File: src/rtl/fpr_cdb_arbiter.sv
// fpr_cdb_arbiter
// ---------------
// Owns the FPR common data bus. The FP reservation stations (fadd, fmul and
// the shared fdiv/fsqrt station) request dispatch here. Every granted op is
// tracked through a fixed-latency slot pipeline, so that the cycle its core
// result becomes valid is known in advance. Grants are only given when the
// op's landing slot is unclaimed, which keeps two results from ever reaching
// the CDB in the same cycle. When an op reaches the head of the pipeline,
// the matching core output is captured and broadcast on the CDB.
//
// Ports
//   clk                      clock
//   reset                    synchronous, active-low reset (reset_n)
//   fadd_req_valid/_ready    fadd station request / grant (ready is combinational)
//   fadd_tag, result_fadd    ROB tag of dispatching fadd entry, fadd core output
//   fmul_*                   same for the fmul station
//   fdiv_fsqrt_req_valid     fdiv/fsqrt station request
//   fdiv_fsqrt_req_is_fsqrt  1 = fsqrt latency/result, 0 = fdiv
//   fdiv_fsqrt_req_ready     grant to the fdiv/fsqrt station
//   fdiv_fsqrt_tag           ROB tag of dispatching fdiv/fsqrt entry
//   result_fdiv/result_fsqrt fdiv and fsqrt core outputs
//   fpr_cdb_valid/tag/data   registered CDB broadcast
//
// Ready priority when two units land on the same slot:
// fdiv_fsqrt > fmul > fadd. A unit's ready never looks at its own request.

module fpr_cdb_arbiter #(
    parameter int ROB_WIDTH = 4,
    parameter int LAT_FADD  = 3,
    parameter int LAT_FMUL  = 3,
    parameter int LAT_FDIV  = 12,
    parameter int LAT_FSQRT = 9,
    parameter int MAX_LAT   = 16
) (
    input  logic                 clk,
    input  logic                 reset_n,

    input  logic                 fadd_req_valid,
    output logic                 fadd_req_ready,
    input  logic [ROB_WIDTH-1:0] fadd_tag,
    input  logic [31:0]          result_fadd,

    input  logic                 fmul_req_valid,
    output logic                 fmul_req_ready,
    input  logic [ROB_WIDTH-1:0] fmul_tag,
    input  logic [31:0]          result_fmul,

    input  logic                 fdiv_fsqrt_req_valid,
    input  logic                 fdiv_fsqrt_req_is_fsqrt,
    output logic                 fdiv_fsqrt_req_ready,
    input  logic [ROB_WIDTH-1:0] fdiv_fsqrt_tag,
    input  logic [31:0]          result_fdiv,
    input  logic [31:0]          result_fsqrt,

    output logic                 fpr_cdb_valid,
    output logic [ROB_WIDTH-1:0] fpr_cdb_tag,
    output logic [31:0]          fpr_cdb_data
);

    // Width of a slot-pipeline index (p[0..MAX_LAT-1]).
    localparam int PW = (MAX_LAT > 1) ? $clog2(MAX_LAT) : 1;

    typedef enum logic [1:0] {
        SRC_FADD  = 2'd0,
        SRC_FMUL  = 2'd1,
        SRC_FDIV  = 2'd2,
        SRC_FSQRT = 2'd3
    } src_e;

    // Slot pipeline state and its next-state image.
    logic                 p_valid_r [MAX_LAT];
    logic [ROB_WIDTH-1:0] p_tag_r   [MAX_LAT];
    src_e                 p_src_r   [MAX_LAT];

    logic                 p_valid_s [MAX_LAT];
    logic [ROB_WIDTH-1:0] p_tag_s   [MAX_LAT];
    src_e                 p_src_s   [MAX_LAT];

    // Pipeline contents after the plain shift, before any grant writes.
    logic                 sh_valid_s [MAX_LAT];
    logic [ROB_WIDTH-1:0] sh_tag_s   [MAX_LAT];
    src_e                 sh_src_s   [MAX_LAT];

    // free_s[k] means latency L = k+1 can be granted: whatever sits in p[L]
    // would otherwise shift into p[L-1], the index the grant writes.
    logic [MAX_LAT-1:0]   free_s;

    logic [PW-1:0]        div_idx_s;
    src_e                 div_src_s;
    logic                 div_ready_s;
    logic                 fmul_ready_s;
    logic                 fadd_ready_s;
    logic                 div_grant_s;
    logic                 fmul_grant_s;
    logic                 fadd_grant_s;
    logic [31:0]          cdb_data_s;

    logic                 cdb_valid_r;
    logic [ROB_WIDTH-1:0] cdb_tag_r;
    logic [31:0]          cdb_data_r;

    // Slot availability per latency.
    always_comb begin
        for (int k = 0; k < MAX_LAT - 1; k++) begin
            free_s[k] = !p_valid_r[k + 1];
        end
        free_s[MAX_LAT-1] = 1'b1;
    end

    // Landing index and source for the shared fdiv/fsqrt station.
    always_comb begin
        if (fdiv_fsqrt_req_is_fsqrt) begin
            div_idx_s = PW'(LAT_FSQRT - 1);
            div_src_s = SRC_FSQRT;
        end else begin
            div_idx_s = PW'(LAT_FDIV - 1);
            div_src_s = SRC_FDIV;
        end
    end

    // Fixed-priority ready: a lower unit yields when a higher unit with a
    // live request targets the same latency slot. All grants drop in reset.
    always_comb begin
        div_ready_s  = reset_n && free_s[div_idx_s];
        fmul_ready_s = reset_n && free_s[LAT_FMUL-1]
                       && !(fdiv_fsqrt_req_valid && (div_idx_s == PW'(LAT_FMUL - 1)));
        fadd_ready_s = reset_n && free_s[LAT_FADD-1]
                       && !(fdiv_fsqrt_req_valid && (div_idx_s == PW'(LAT_FADD - 1)))
                       && !(fmul_req_valid && (LAT_FMUL == LAT_FADD));
    end

    assign div_grant_s  = fdiv_fsqrt_req_valid && div_ready_s;
    assign fmul_grant_s = fmul_req_valid && fmul_ready_s;
    assign fadd_grant_s = fadd_req_valid && fadd_ready_s;

    assign fdiv_fsqrt_req_ready = div_ready_s;
    assign fmul_req_ready       = fmul_ready_s;
    assign fadd_req_ready       = fadd_ready_s;

    // Plain one-step shift toward p[0]; the top entry empties.
    always_comb begin
        for (int i = 0; i < MAX_LAT - 1; i++) begin
            sh_valid_s[i] = p_valid_r[i + 1];
            sh_tag_s[i]   = p_tag_r[i + 1];
            sh_src_s[i]   = p_src_r[i + 1];
        end
        sh_valid_s[MAX_LAT-1] = 1'b0;
        sh_tag_s[MAX_LAT-1]   = '0;
        sh_src_s[MAX_LAT-1]   = SRC_FADD;
    end

    // Next pipeline state: grant writes override the shift. Ready logic
    // guarantees the overridden shifted entry is empty and that no two
    // grants share an index, so the chain order here is only cosmetic.
    always_comb begin
        for (int i = 0; i < MAX_LAT; i++) begin
            if (div_grant_s && (div_idx_s == PW'(i))) begin
                p_valid_s[i] = 1'b1;
                p_tag_s[i]   = fdiv_fsqrt_tag;
                p_src_s[i]   = div_src_s;
            end else if (fmul_grant_s && (i == LAT_FMUL - 1)) begin
                p_valid_s[i] = 1'b1;
                p_tag_s[i]   = fmul_tag;
                p_src_s[i]   = SRC_FMUL;
            end else if (fadd_grant_s && (i == LAT_FADD - 1)) begin
                p_valid_s[i] = 1'b1;
                p_tag_s[i]   = fadd_tag;
                p_src_s[i]   = SRC_FADD;
            end else begin
                p_valid_s[i] = sh_valid_s[i];
                p_tag_s[i]   = sh_tag_s[i];
                p_src_s[i]   = sh_src_s[i];
            end
        end
    end

    // Pick the core output belonging to the op at the pipeline head.
    always_comb begin
        case (p_src_r[0])
            SRC_FADD:  cdb_data_s = result_fadd;
            SRC_FMUL:  cdb_data_s = result_fmul;
            SRC_FDIV:  cdb_data_s = result_fdiv;
            SRC_FSQRT: cdb_data_s = result_fsqrt;
            default:   cdb_data_s = result_fadd;
        endcase
    end

    // Slot pipeline and CDB registers; reset drops all in-flight ops.
    always_ff @(posedge clk) begin
        if (!reset_n) begin
            for (int i = 0; i < MAX_LAT; i++) begin
                p_valid_r[i] <= 1'b0;
                p_tag_r[i]   <= '0;
                p_src_r[i]   <= SRC_FADD;
            end
            cdb_valid_r <= 1'b0;
            cdb_tag_r   <= '0;
            cdb_data_r  <= 32'h0000_0000;
        end else begin
            for (int i = 0; i < MAX_LAT; i++) begin
                p_valid_r[i] <= p_valid_s[i];
                p_tag_r[i]   <= p_tag_s[i];
                p_src_r[i]   <= p_src_s[i];
            end
            cdb_valid_r <= p_valid_r[0];
            // Tag/data only move on a real broadcast and hold otherwise.
            if (p_valid_r[0]) begin
                cdb_tag_r  <= p_tag_r[0];
                cdb_data_r <= cdb_data_s;
            end else begin
                cdb_tag_r  <= cdb_tag_r;
                cdb_data_r <= cdb_data_r;
            end
        end
    end

    assign fpr_cdb_valid = cdb_valid_r;
    assign fpr_cdb_tag   = cdb_tag_r;
    assign fpr_cdb_data  = cdb_data_r;

endmodule

File: config.mk
export PLATFORM = sky130hd
export DESIGN_NAME = fpr_cdb_arbiter
export DESIGN_NICKNAME = d
export VERILOG_FILES = /design/src/rtl/fpr_cdb_arbiter.sv
export SDC_FILE = /design/constraint.sdc
export NUM_CORES = 1
export LEC_CHECK = 0
export CAP_MARGIN = 20
export CORE_MARGIN = 2
export CORE_UTILIZATION = 40
export DETAILED_ROUTE_END_ITERATION = 10
export PLACE_DENSITY_LB_ADDON = 0.12
export REMOVE_ABC_BUFFERS = 1
export SLEW_MARGIN = 20
export SYNTH_ARGS = -nofsm -noshare
export SYNTH_HDL_FRONTEND = slang
export SYNTH_SLANG_ARGS = --single-unit
export TNS_END_PERCENT = 30
File: constraint.sdc
create_clock -name clk -period 1.1 [get_ports clk]
set_input_delay 0.165 -clock clk [delete_from_list [all_inputs] [get_ports clk]]
set_output_delay 0.165 -clock clk [all_outputs]
set_load 0.01 [all_outputs]
==> flow_summary_export.csv, run 1 <==
group,metric,value,unit
outcome,status,"finished with violations",
outcome,violations,"negative setup slack",
cells_and_area,drive_above_1_share,0.2970,
synth,synth_top_area_frac,0.4948,
timing,clock.fmax,731.3,MHz
place,place.gp.congestion,0.8097,
place,hpwl,8738,um
cts,numCtsBuffers,17,
flow_run,max_cap_violations,0,
global_route,grt.total_usage,0.1901,
place,numPortBuffers,185,
synth,synth_common_cells,"119 x dfxtp_1, 72 x mux2i_1, 68 x and2_1, 32 x nand3b_1, 30 x o221ai_2",
die,fp.dieArea,12930,um^2
global_route,antenna_found_initial,0,
synth,syn_area,4815,um^2
cts,cts_sinks,119,
timing,drv_slew,0,
timing,rsz0062_at_grt,"yes",
cts,clk_pin_slew_worst_paths,0.05,ns
route,wire_per_inst,16.29,um
cts,clk_latency,0.40,ns
setup_path,critical_path_class,"flip-flop to primary output",
setup_path,crit_required,0.94,ns
route,highest_layer,"met4",
global_route,grt.overflow.total,0,
timing,fin_skew,0.01087,ns
cts,cts_tree,"built",
timing,finalCritPeriodShare,1.243,
route,dr_wl_met3,648,um
synth,netlist-cell-type-count,25,
place,place_area,6888,um^2
power_and_ir_drop,p_leak,3.021,nW
synth,synth_warnings,0,
synth,syn_inst,401,
cells_and_area,stdcell_area,7865,um^2
die,row_count,40,
cells_and_area,nNetsFinal,756,
route,drt_pass1_iterations,4,
cells_and_area,syn_to_final_growth,63.36,%
route,routed_wl,12540,um
global_route,grt_pass1_vias,3800,
route,drtAntennaViolNets,0,
die,dieHeight,113.7,um
cells_and_area,final_util,0.6631,
route,vias,3789,
cts,cts-root-buf,"clkbuf_16",
setup_path,end_kind,"primary output",
setup_path,crit_fanout,4,
die,ios,186,
setup_path,critPathArrivalTime,1.20,ns
synth,postSynth.asyncResetShare,0,
route,via_per_inst,4.921,
synth,syn_avg_cell_area,12.01,um^2
cells_and_area,final-seq-area,2391,um^2
power_and_ir_drop,peakVddDrop,1028,uV
synth,synth_area_leaders,"dfxtp_1 49%, mux2i_1 15%, o221ai_2 9.4%",
synth,synthFlopType,"dfxtp_1",
cts,cts_hold_buf,0,
timing,setup_ws,-0.2675,ns
cells_and_area,insertedDiodeCount,0,
synth,synth_edf_count,0,
die,start_util,0.4059,
timing,finalHoldViolCount,0,
timing,finalCriticalPeriod,1.367,ns
route,dr_wl_met2,6801,um
min_path,hp-class,"primary input to flip-flop",
global_route,grt_max_degree,48,
die,die_w,113.7,um
synth,yosysMostFrequentCell,"dfxtp_1",
power_and_ir_drop,power_density,1433,nW/um^2
synth,synth_seq_cells,119,
route,drt-met1-wl,4878,um
power_and_ir_drop,finalPower,11.27,mW
die,core,11860,um^2
synth,yosys.area.top_type,"dfxtp_1",
timing,hold_slack,0.2421,ns
cts,cts.path.max_buffers,2,
cts,cts_max_level,4,
cells_and_area,multi_input_area,2506,um^2
synth,ys_seq_area_frac,0.4948,
setup_path,cp-start-kind,"flip-flop",
cells_and_area,fill_cells,892,
route,drc,0,
timing,finalSetupViolCount,33,
route,initialDrtViolationCount,105,
global_route,grt_pass1_wl,18990,um
[per-stage QoR]
stage	TNS, ns	worst slack, ns	cells
floorplan	-58.00	-1.802	370
global placement	-8.196	-0.4457	729
detailed placement	-8.447	-0.4468	729
CTS	-2.486	-0.2782	762
global route	-3.447	-0.3088	770
finish	-1.880	-0.2675	770
[flip-flops by register name, indices dropped and copies added (netlist names)]
name and cells:
p_tag_r 48, fpr_cdb_data 32, p_src_r 22, p_valid_r 12, fpr_cdb_tag 4, fpr_cdb_valid 1
[power by group]
| group | switching, mW | internal (mW) | total (mW) |
|---|---|---|---|
| Sequential | 0.0365 | 4.42 | 4.46 |
| Combinational | 0.400 | 0.732 | 1.13 |
| Clock | 1.98 | 3.70 | 5.68 |
| Total | 2.42 | 8.85 | 11.3 |
[area by class of cell]
type | instances | area share
Sequential cell | 119 | 0.3040
Clock inverter | 13 | 0.02148
Timing Repair Buffer | 221 | 0.2735
Clock buffer | 19 | 0.05759
Multi-Input combinational cell | 248 | 0.3186
Inverter | 3 | 0.001432
Tap cell | 147 | 0.02339
[final timing paths]
path / from / end / slack [ns] / depth (start not counted)
setup / recovery: p_valid_r[0][3] / fadd_req_ready / -0.27 / 3
hold / removal: reset_n / p_valid_r[0][10] / 0.24 / 3
setup reg to reg: p_src_r[0][1] / fpr_cdb_data[17] / -0.13 / 5
hold reg to reg: p_valid_r[0][4] / p_valid_r[0][3] / 0.43 / 1
[cell usage in the layout (no fill, tap or decap), types with 2 or more instances in the layout]
cell / instances
buf_4: 20
inv_6: 2
a21boi_1: 2
clkbuf_16: 21
a21oi_1: 5
nor2_1: 2
mux2i_2: 13
clkbuf_8: 2
o221ai_1: 6
nand2_1: 5
o2bb2ai_1: 4
clkinv_4: 2
buf_2: 37
buf_12: 8
buf_6: 5
mux2i_1: 37
clkinvlp_4: 5
o221ai_2: 30
dfxtp_1: 114
buf_8: 2
dfxtp_2: 4
nand3b_1: 32
clkdlybuf4s50_1: 144
and2_1: 67
mux2i_4: 22
bufinv_16: 3
inv_1: 3
nor2b_1: 13
[metal layers]
| layer | vias up | GRT usage |
|---|---|---|
| met3 | 16 | 0.05739 |
| met4 | 0 | 0.07724 |
| li1 | 1851 | - |
| met1 | 1817 | 0.1954 |
| met5 | - | 0 |
| met2 | 105 | 0.3581 |
[timing repair]
item	CTS	global route
pin swaps	5	15
resized for setup	178	60
cloned	0	5
setup buffers	1	3
endpoints found under the setup margin	71	45
[cell families after synthesis]
group	count (synthesis)	share of synthesized area
compound gates	50	0.1247
flops	119	0.4948
mux	72	0.1497
simple gates	125	0.1749
buf+inv	34	0.05509
other cells	1	0.0007789
[worst max-delay path: stages (launching register included)]
cell and delay (ns):
dfxtp_1 0.30, and2b_4 0.26, and2_4 0.15, buf_6 0.09
Power figures use the tool's default switching activity.
==> inputs of run 2 (changes only) <==
Settings changed: CORE_MARGIN 2 to not set, GPL_TIMING_DRIVEN set to 0.
==> run 2 against run 1 <==
  * Sequential power is essentially flat
  * Clock skew shrank 0.0013 ns
  * Power shrank 4.8%
  * Critical path type unchanged
  * Clock-buffer cell count shrank 1
  * First-iteration DRC count grew 12%
  * Fmax shrank 2.1%
  * The run ends with design-rule violations, negative setup slack left
  * Non-clock buffer count shrank 1
  * Worst hold slack lost 0.030 ns
==> flow_summary_export.csv, run 2 (synthesized netlist as in run 1, its figures left out) <==
group,metric,value,unit
setup_path,end_kind,"primary output",
power_and_ir_drop,switching_share,0.2280,
place,numPortBuffers,185,
place,hpwl,7733,um
setup_path,critPathArrivalTime,1.23,ns
timing,finalCritPeriodShare,1.269,
cts,clk_latency,0.40,ns
setup_path,ff2ff_path_depth,5,
setup_path,critical_path_class,"flip-flop to primary output",
cts,cts.path.max_buffers,2,
power_and_ir_drop,power_frac_comb,0.109,
setup_path,cp-start-kind,"flip-flop",
route,drtAntennaViolNets,0,
power_and_ir_drop,peakVddDrop,1077,uV
place,place.gp.congestion,0.7296,
timing,finalSetupViolCount,33,
die,core,11560,um^2
global_route,grt.total_usage,0.2334,
die,fp.dieArea,12480,um^2
route,routed_wl,14050,um
cells_and_area,insertedDiodeCount,0,
die,start_util,0.4163,
timing,drv_slew,0,
cts,cts_tree,"built",
timing,finalCriticalPeriod,1.396,ns
power_and_ir_drop,net-switching-power,2.447,mW
route,drc,11,
power_and_ir_drop,p_leak,3.059,nW
route,via_per_inst,5.076,
cts,cts_max_level,4,
timing,finalHoldViolCount,0,
die,dieHeight,111.7,um
global_route,antenna_found_initial,0,
global_route,use_met3,0.06097,
timing,fin_skew,0.009590,ns
cells_and_area,largest_register_ffs,48,
timing,rsz0062_at_grt,"yes",
power_and_ir_drop,power_frac_clock,0.476,
global_route,use_met2,0.4149,
cells_and_area,final_common_cell,"clkdlybuf4s50_1",
cells_and_area,multi_input_area,2559,um^2
power_and_ir_drop,power_density,1350,nW/um^2
cells_and_area,final-seq-area,2396,um^2
cells_and_area,fill_cells,845,
route,initialDrtViolationCount,118,
route,drt_pass1_iterations,7,
cells_and_area,nNetsFinal,757,
global_route,grt_pass1_vias,3947,
die,die_w,111.7,um
cells_and_area,layout_common_cells,"144 x clkdlybuf4s50_1, 112 x dfxtp_1, 67 x and2_1",
global_route,grt_pass1_wl,21630,um
cts,cts_hold_buf,0,
global_route,grt.overflow.total,0,
die,ios,186,
setup_path,crit_required,0.94,ns
outcome,violations,"design-rule violations, negative setup slack",
global_route,grt_max_degree,49,
power_and_ir_drop,seqPwrFrac,0.416,
cts,cts_sinks,119,
place,pre_cts_slack,-0.9814,ns
setup_path,r2r-end,"fpr_cdb_data[16]",
cells_and_area,syn_to_final_growth,65.18,%
route,vias,3893,
flow_run,max_cap_violations,0,
power_and_ir_drop,cellInternalPower,8.288,mW
timing,hold_slack,0.2122,ns
cts,clk_pin_slew_worst_paths,0.05,ns
cells_and_area,drive_above_1_share,0.3061,
setup_path,timing.rr.start,"p_src_r[0][1]",
route,wire_per_inst,18.31,um
min_path,hold_depth,2,
setup_path,rrSetupSlack,-0.16,ns
outcome,status,"finished with violations",
global_route,use_met1,0.2593,
cts,numCtsBuffers,17,
min_path,hp-class,"primary input to flip-flop",
setup_path,crit_fanout,5,
cts,cts-root-buf,"clkbuf_16",
cells_and_area,largest_register,"p_tag_r",
die,row_count,39,
min_path,holdPathEnd,"p_valid_r[0][9]",
min_path,min-delay-start,"reset_n",
timing,setup_ws,-0.2962,ns
global_route,gr-max-usage-layer,"met2",
timing,clock.fmax,716.2,MHz
-- run 2: worst max-delay path by stage --
stage | startpoint | end | cells after the start
finish | p_valid_r[0][3] | fadd_req_ready | 3
global route | p_valid_r[0][3] | fadd_req_ready | 3
CTS | p_valid_r[0][3] | fadd_req_ready | 3
detailed placement | p_valid_r[0][0] | fpr_cdb_data[12] | 2
global placement | reset_n | fpr_cdb_data[0] | 3
floorplan | p_src_r[0][1] | fpr_cdb_data[31] | 2
-- run 2: worst max-delay path, cell delays in order, from the launching register on --
cell and delay, ns:
dfxtp_2 0.33, and2b_4 0.26, and2_4 0.15, buf_6 0.09
-- run 2: power groups by stage --
stage                     sequential [mW]  clock [mW]  combinational (mW)
after global placement               4.56           0               0.979
final                                4.46        5.11                1.17
after CTS                            4.46        5.22                1.09
after global routing                 4.47        5.43                1.24
after floorplan                      4.57           0               0.252
after detailed placement             4.56           0               0.998
-- run 2: what timing repair did --
action	CTS	global route
resized for setup	207	46
setup buffers	25	2
pin swaps	14	1
gates cloned	9	0
endpoints found under the setup margin	77	45
-- run 2: layout make-up --
cell class                 instances  area share
timing repair buffer             220      0.2830
tap                              143     0.02250
clock inverter                    14     0.01605
inverter                           3    0.001416
clock buffer                      18     0.05396
multi-input combinational        250      0.3217
sequential                       119      0.3013
-- run 2: per-stage QoR --
step                      utilization  instances  power [mW]  cell area (um^2)  TNS (ns)
after floorplan                     -        370       4.822              4561    -58.00
after global placement         0.5699        698       5.540              6591   -360.37
after detailed placement       0.5743        700       5.561              6641    -36.71
after CTS                      0.6665        766       10.77              7707    -3.235
after global routing           0.6877        767       11.14              7953    -4.515
final                          0.6877        767       10.73              7953    -3.243
-- run 2: per-layer routing --
metal  up-vias  part of all wire  wire length, um
met1      1866              0.40             5612
met2       136              0.52             7258
met4         0             0.027              377
met3        23             0.057              797
li1       1868                 -                -
met5         -                 0                0
